### src/rtl/ex_op_clz_norm_pkg.sv
// +----------------------------------------------------------------------------+
// | Module   : ex_op_clz_norm_pkg                                              |
// | Desc     : Shared constants for the EX-path CLZ normaliser and rounder.    |
// | Revision : 1.0 - initial release                                           |
// +----------------------------------------------------------------------------+
`default_nettype none

package ex_op_clz_norm_pkg;

  localparam int c_expW     = 11;
  localparam int c_expBias  = 1023;
  localparam int c_dataW    = 64;
  localparam int c_mantW    = 53;
  // Bits below the 53-bit mantissa: lsb of the kept field, then guard, then sticky.
  localparam int c_lsbBit   = c_dataW - c_mantW;
  localparam int c_guardBit = c_lsbBit - 1;

  localparam logic [63:0] c_allOnes  = 64'hFFFF_FFFF_FFFF_FFFF;
  localparam logic [63:0] c_allZeros = 64'h0000_0000_0000_0000;
  localparam logic [63:0] c_mantOne  = 64'h8000_0000_0000_0000;

endpackage

`default_nettype wire

### src/rtl/ex_op_norm_rnd.sv
// +----------------------------------------------------------------------------+
// | Module   : ex_op_norm_rnd                                                  |
// | Desc     : Round-to-nearest-even of a left-justified 64-bit value to a     |
// |            53-bit mantissa, with carry-out exponent adjust.                |
// |            Present only when EXOP_CLZNORM_ROUND_EN is defined.             |
// | Revision : 1.0 - initial release                                           |
// +----------------------------------------------------------------------------+
`default_nettype none

`ifdef EXOP_CLZNORM_ROUND_EN
module ex_op_norm_rnd
  import ex_op_clz_norm_pkg::*;
#(
  parameter int EXP_W = c_expW
) (
  input  logic [63:0]      normIn,
  input  logic [EXP_W-1:0] expIn,
  output logic [63:0]      mantOut,
  output logic [EXP_W-1:0] expOut
);

  logic             w_lsb;
  logic             w_guard;
  logic             w_sticky;
  logic             w_roundUp;
  logic [c_mantW:0] w_sum;

  assign w_lsb     = normIn[c_lsbBit];
  assign w_guard   = normIn[c_guardBit];
  assign w_sticky  = |normIn[c_guardBit-1:0];
  assign w_roundUp = w_guard & (w_sticky | w_lsb);

  assign w_sum = {1'b0, normIn[63:c_lsbBit]} + {{c_mantW{1'b0}}, w_roundUp};

  // A carry out of the all-ones mantissa renormalises to 1.0 at the next binade.
  assign mantOut = w_sum[c_mantW] ? c_mantOne : {w_sum[c_mantW-1:0], {c_lsbBit{1'b0}}};
  assign expOut  = expIn + EXP_W'(w_sum[c_mantW]);

endmodule
`endif

`default_nettype wire

### src/rtl/ex_op_clz_norm.sv
// +----------------------------------------------------------------------------+
// | Module   : ex_op_clz_norm                                                  |
// | Desc     : Two-stage normaliser after the CLZ unit: left-justifies the     |
// |            operand and forms the biased exponent. Optional RNE rounding    |
// |            to 53 bits via macro EXOP_CLZNORM_ROUND_EN.                     |
// | Revision : 1.0 - initial release                                           |
// +----------------------------------------------------------------------------+
`default_nettype none

module ex_op_clz_norm
  import ex_op_clz_norm_pkg::*;
#(
  parameter int EXP_W    = c_expW,
  parameter int EXP_BIAS = c_expBias
) (
  input  logic             clock,
  input  logic             reset,
  input  logic             exHold,
  input  logic             inValid,
  input  logic             inIs32,
  input  logic [63:0]      valRs,
  input  logic [7:0]       clzCnt,
  output logic             outValid,
  output logic [63:0]      outMant,
  output logic [EXP_W-1:0] outExp,
  output logic             outZero,
  output logic             outInexact
);

  logic             w_s1Zero;
  logic [63:0]      w_s1Op;
  logic [63:0]      w_s1Coarse;
  logic [EXP_W-1:0] w_s1Exp;

  logic             r_s1Valid;
  logic [63:0]      r_s1Mant;
  logic [3:0]       r_s1Fine;
  logic [EXP_W-1:0] r_s1Exp;
  logic             r_s1Zero;

  logic             r_s2Valid;
  logic [63:0]      r_s2Norm;
  logic [EXP_W-1:0] r_s2Exp;
  logic             r_s2Zero;

  logic [63:0]      w_mant;
  logic [EXP_W-1:0] w_exp;
  logic             w_inexact;

  logic             r_outValid;
  logic [63:0]      r_outMant;
  logic [EXP_W-1:0] r_outExp;
  logic             r_outZero;
  logic             r_outInexact;

  // Counts above 64 are illegal and fold into the zero case.
  assign w_s1Zero   = clzCnt[7] | clzCnt[6] | (inIs32 & clzCnt[5]);
  assign w_s1Op     = inIs32 ? {valRs[63:32], 32'h0000_0000} : valRs;
  assign w_s1Coarse = w_s1Op << {clzCnt[5:4], 4'h0};
  assign w_s1Exp    = EXP_W'(EXP_BIAS) + (inIs32 ? EXP_W'(31) : EXP_W'(63)) - EXP_W'(clzCnt);

  always_ff @(posedge clock or posedge reset) begin
    if (reset) begin
      r_s1Valid <= 1'b0;
      r_s1Mant  <= c_allZeros;
      r_s1Fine  <= 4'h0;
      r_s1Exp   <= '0;
      r_s1Zero  <= 1'b0;
    end else if (!exHold) begin
      r_s1Valid <= inValid;
      r_s1Mant  <= w_s1Coarse;
      r_s1Fine  <= clzCnt[3:0];
      r_s1Exp   <= w_s1Exp;
      r_s1Zero  <= w_s1Zero;
    end
  end

  always_ff @(posedge clock or posedge reset) begin
    if (reset) begin
      r_s2Valid <= 1'b0;
      r_s2Norm  <= c_allZeros;
      r_s2Exp   <= '0;
      r_s2Zero  <= 1'b0;
    end else if (!exHold) begin
      r_s2Valid <= r_s1Valid;
      r_s2Norm  <= r_s1Mant << r_s1Fine;
      r_s2Exp   <= r_s1Exp;
      r_s2Zero  <= r_s1Zero;
    end
  end

  // Inexact reflects the bits below the 53-bit mantissa, independent of rounding.
  assign w_inexact = |r_s2Norm[c_guardBit:0];

`ifdef EXOP_CLZNORM_ROUND_EN
  ex_op_norm_rnd #(
    .EXP_W (EXP_W)
  ) u_rnd (
    .normIn  (r_s2Norm),
    .expIn   (r_s2Exp),
    .mantOut (w_mant),
    .expOut  (w_exp)
  );
`else
  assign w_mant = r_s2Norm & (c_allOnes << c_lsbBit);
  assign w_exp  = r_s2Exp;
`endif

  always_ff @(posedge clock or posedge reset) begin
    if (reset) begin
      r_outValid   <= 1'b0;
      r_outMant    <= c_allZeros;
      r_outExp     <= '0;
      r_outZero    <= 1'b0;
      r_outInexact <= 1'b0;
    end else if (!exHold) begin
      r_outValid   <= r_s2Valid;
      r_outMant    <= r_s2Zero ? c_allZeros : w_mant;
      r_outExp     <= r_s2Zero ? '0 : w_exp;
      r_outZero    <= r_s2Zero;
      r_outInexact <= ~r_s2Zero & w_inexact;
    end
  end

  assign outValid   = r_outValid;
  assign outMant    = r_outMant;
  assign outExp     = r_outExp;
  assign outZero    = r_outZero;
  assign outInexact = r_outInexact;

endmodule

`default_nettype wire
### config.mk
export PLATFORM = sky130hd
export DESIGN_NAME = ex_op_clz_norm
export DESIGN_NICKNAME = d
export VERILOG_FILES = /design/src/rtl/ex_op_clz_norm_pkg.sv /design/src/rtl/ex_op_norm_rnd.sv /design/src/rtl/ex_op_clz_norm.sv
export SDC_FILE = /design/constraint.sdc
export NUM_CORES = 1
export LEC_CHECK = 0
export ABC_CLOCK_PERIOD_IN_PS = 25800
export CORE_ASPECT_RATIO = 1.5
export CORE_MARGIN = 3
export CORE_UTILIZATION = 45
export CTS_BUF_LIST = sky130_fd_sc_hd__clkbuf_2 sky130_fd_sc_hd__clkbuf_4 sky130_fd_sc_hd__clkbuf_8
export DETAILED_ROUTE_END_ITERATION = 8
export GPL_ROUTABILITY_DRIVEN = 1
export PLACE_DENSITY = 0.74
export SETUP_SLACK_MARGIN = 0.1
export SYNTH_ARGS = -nofsm -noshare
export SYNTH_HDL_FRONTEND = slang
export SYNTH_SLANG_ARGS = --single-unit
### constraint.sdc
create_clock -name clock -period 25.8 [get_ports clock]
set_input_delay 7.74 -clock clock [delete_from_list [all_inputs] [get_ports clock]]
set_output_delay 7.74 -clock clock [all_outputs]
set_load 0.02 [all_outputs]
==> results <==
- The run finished with clean final reports.
- Summed over all layers, the global routing overflow is 0.
- The time the worst path needs with I/O delays and setup is 10.15 ns.
- By area the synthesized netlist is led by sky130_fd_sc_hd__dfrtp_1, sky130_fd_sc_hd__mux4_2, sky130_fd_sc_hd__mux2_2.
- The placed instances occupy a cell area of 13,380 um^2.
- The final number of max-transition violations is 0.
- The number of nets in the final layout is 1,268.
- At the later pin of the worst-skew pair, clock insertion delay measures 0.53 ns.
- The capturing point of the worst reg2reg path is r_s2Norm[30].
- The TritonCTS clock tree is done.
- The first-pass GRT wire length is 48,290 um.
- The initialized floorplan defines 72 standard-cell rows.
- The amount of wire on met2 after detailed routing is 14,270 um.
- The tree is rooted in a sky130_fd_sc_hd__clkbuf_8.
- Tracing the worst setup path back leads to its startpoint at inIs32.
- The top-level I/O count is 155.
- Dividing the detail-routed wire length by the instance count gives 19.29 um.
- Entering global routing, the biggest net connects 142 pins.
- The data required time of the worst path is 26.22 ns.
- The synthesized design spends more area on one cell type than any other, namely sky130_fd_sc_hd__dfrtp_1.
- The number of gates resized after CTS was 0.
- VDD sags by at most 29.03 uV.
- The critical path goes through clkdlybuf4s50_1 -> clkinv_1 -> ha_1 -> nor2_1 -> a311o_1 -> o31a_1.
- After synthesis, the largest area contributor takes up 46.93% of total cell area.
- Buffers inserted during clock tree synthesis total 34.
- The leakage power figure is 0.006116 uW.
- For this design the total switching power over the nets is 285.2 uW.
- Averaged over all synthesized cells, the footprint is 10.88 um^2.
- Relative to the synthesized area, the layout overhead comes to 17.98%.
- Internal power comes to 670.5 uW.
- The first-pass iteration count of the detailed router is 5.
- The cell depth of the worst flop-to-flop path is 5.
- The max-capacitance violation count is 0.
- No sink is reached through more buffers than the 3 on the longest clock path.
- The leading cell type in the layout, fill and taps excluded is sky130_fd_sc_hd__dfrtp_1.
- The uppermost layer routed is met4.
- Post-CTS timing repair inserted 0 buffers for setup.
- At the pin with the least slew margin, the transition time is 1.130 ns.
- Summed over all layers, the routed wires come to 29,770 um.
- In this run the tool buffered the top-level ports with 143 buffer cells.
- In the layout the commonest cells are sky130_fd_sc_hd__dfrtp_1, sky130_fd_sc_hd__nand2_1, sky130_fd_sc_hd__clkdlybuf4s50_1.
- The launching element type of the critical path is an input pin.
- For this run, asynchronously set or reset flops after synthesis account for 100.0%.
- Along the worst path, the maximum fanout reaches 19.
- The worst setup path is of the in2reg kind.
- The category of cells accounting for the largest share of critical-path delay is buffers and inverters.
- The aggregate global-route resource usage is 20.65%.
- In the final routing, the length of wire on met1 measures 12,630 um.
- The total area inside the core boundary comes to 25,940 um^2.
- The finished layout cell area is 14,090 um^2.
- The portion of total power attributed to sequential cells is 44.9%.
- Measured against its own limit, the worst slew margin works out to 24.51%.
- The kind of end point of the critical path is a register.
- The number of enable-type register cells in the synthesized netlist is 0.
- In this run the worst setup path terminates at r_s1Exp[9].
- At the end of routability-driven placement, the weighted congestion stood at 0.9111.
- The die is 205.5 um tall.
- Counting buffers and inverters, the worst setup path is 6 cells deep.
- Synthesis inferred 224 register bits.
- After detailed routing, the number of vias per cell comes to 5.828.
- After clock tree synthesis, the clock-pin slew on the worst setup and hold paths is 0.06 ns.
- The met3 wire length is 1608 um.
- The final count of negative-setup-slack endpoints is 0.
- Between clock sinks in the finished design, the worst skew comes to 0.01962 ns.
- The worst hold path class is reg2reg.
- The final antenna diode count is 0.
- The full die area is 28,570 um^2.
- For this design, the slowest cell found on the critical path is sky130_fd_sc_hd__clkdlybuf4s50_1.
- In this run the critical register-to-register path is launched from r_s1Fine[1].
- The combined buffer and inverter count along the critical path is 2.
- For this run, design rule violations remaining after detail routing come to 0.
- The fraction of final layout cells sized beyond drive strength 1 is 16.61%.
- The sequential cell area fraction in the yosys report is 46.93%.
- In this run the number of H-tree levels came out at 2.
- The commonest register cell after synthesis is sky130_fd_sc_hd__dfrtp_1.
- Synthesis produced a netlist whose cell count is 1,098.
- The count of nets left with antenna violations once routing finished came out at 0.
- Combinational cells account for 23.2% of the total power.
- Setup repair after global routing left no endpoint under its margin.
- In this run, the number of DRC markers left after iteration 0 of detailed routing was 721.
- Net switching is 29.84% of the power.
- The final-report hold violation count is 0.
- The highest clock rate is 98.48 MHz.
- The estimated wirelength of the detail-placed design is 21,590 um.
- The clock group share of total power is 31.9%.
- The initial utilization of the core area, before any placement, comes to 46.04%.
- In this run the power density over the cells is 67.82 nW/um^2.
- The number of global-route vias before repair is 8,897.
- CTS saw 224 sinks.
- In this design, the stage delay of the slowest critical-path cell is 0.95 ns.
- The total negative setup slack is 0 ns.
- The number of antenna violations at the first check in global routing came to 0.
- The post-route clock period utilization is 39.36%.
- The total via count in the routed design is 8,993.
- The warning count from the yosys run is 0.
- Yosys mapped the design onto 49 distinct sky130hd cell types.
- The die is 139.0 um wide.
- The number of buffers added to fix hold violations after cts is 0.
- The area of the mapped netlist is 11,940 um^2.
- The minimum setup slack among reg-to-reg paths is 23.03 ns.
- The worst path arrival time is 10.57 ns.
==> metal layers <==
layer / GRT usage (%) / up-vias
met2: 33.83 / 371
met1: 27.79 / 4382
met4: 8.986 / 0
met5: 0 / -
met3: 2.744 / 72
li1: - / 4168
==> power by group through the flow <==
stage               clock, uW  combinational (uW)  sequential [uW]
floorplan                   0                 138              440
global placement            0                 218              434
detailed placement          0                 222              436
CTS                       312                 223              429
global route              327                 241              435
finish                    305                 221              429
==> worst reg2reg max path, cell delays in order, from the launching register on <==
cell	delay (ns)
sky130_fd_sc_hd__dfrtp_4	0.49
sky130_fd_sc_hd__buf_4	0.77
sky130_fd_sc_hd__mux4_2	0.73
sky130_fd_sc_hd__mux2_2	0.34
sky130_fd_sc_hd__o22ai_1	0.20
sky130_fd_sc_hd__a21oi_1	0.06
==> final cells by class <==
cell class              instances  area (um^2)
flip-flops and latches        224         5610
fillers                      2239        11850
clock buffers                  48        629.4
inverters                      50        195.2
multi-input cells             725         5652
clock inverters                10        85.08
repair buffers                153         1503
well taps                     333        416.7
==> Yosys cell counts, types with 6 or more instances <==
master and number:
sky130_fd_sc_hd__o221a_1 9, sky130_fd_sc_hd__buf_2 21, sky130_fd_sc_hd__clkbuf_1 59, sky130_fd_sc_hd__o31ai_1 7
sky130_fd_sc_hd__o21ai_0 91, sky130_fd_sc_hd__dfrtp_1 224, sky130_fd_sc_hd__buf_6 6, sky130_fd_sc_hd__a21oi_1 55
sky130_fd_sc_hd__a22o_1 60, sky130_fd_sc_hd__a221oi_1 6, sky130_fd_sc_hd__buf_1 10, sky130_fd_sc_hd__mux2i_1 56
sky130_fd_sc_hd__mux4_2 61, sky130_fd_sc_hd__buf_4 12, sky130_fd_sc_hd__mux2_2 61, sky130_fd_sc_hd__inv_1 48
sky130_fd_sc_hd__nor2_1 45, sky130_fd_sc_hd__a22oi_1 16, sky130_fd_sc_hd__o22ai_1 37, sky130_fd_sc_hd__nand2_1 156
==> worst min-delay path by stage <==
stage            startpoint            to  slack, ns  depth (start not counted)
2_1_floorplan   r_s2Norm[1]   r_s2Norm[1]       0.45                          2
3_3_place_gp    r_s2Norm[8]   r_s2Norm[8]       0.46                          1
3_5_place_dp   r_s2Norm[10]  r_s2Norm[10]       0.47                          1
4_1_cts        r_s2Norm[10]  r_s2Norm[10]       0.48                          1
5_1_grt          outInexact    outInexact       0.49                          1
6_report       r_s2Norm[10]  r_s2Norm[10]       0.48                          1
==> per-stage QoR <==
step                      instances  hold slack (ns)  power, uW  util, %  setup WS, ns
after detailed placement       1485           0.4685      657.1    51.56         15.19
after global placement         1485           0.4629      651.9    51.56         15.18
after floorplan                1108           0.4467      578.1        -         11.93
final                          1543           0.4792      955.7    54.31         15.65
after CTS                      1543           0.4827      963.8    54.31         15.74
after global routing           1543           0.4943       1003    54.31         15.44
==> cells by family after synthesis <==
group / Yosys count / synth area share, %
AO/OA/AOI/OAI: 302 / 16.64
buffers and inverters: 159 / 6.065
XOR/XNOR: 6 / 0.4400
multiplexers: 178 / 21.95
flip-flops: 224 / 46.93
adder cells (fa/ha/maj): 3 / 0.3143
AND/OR/NAND/NOR: 225 / 7.637
other: 1 / 0.03140
==> flip-flops by register name, indices dropped and copies added (netlist names), 4 cells and up <==
name      flops
outMant      53
r_s1Exp      10
r_s1Fine      4
r_s2Exp      11
outExp       11
r_s2Norm     64
r_s1Mant     64
(Power assumes the default switching activity.)
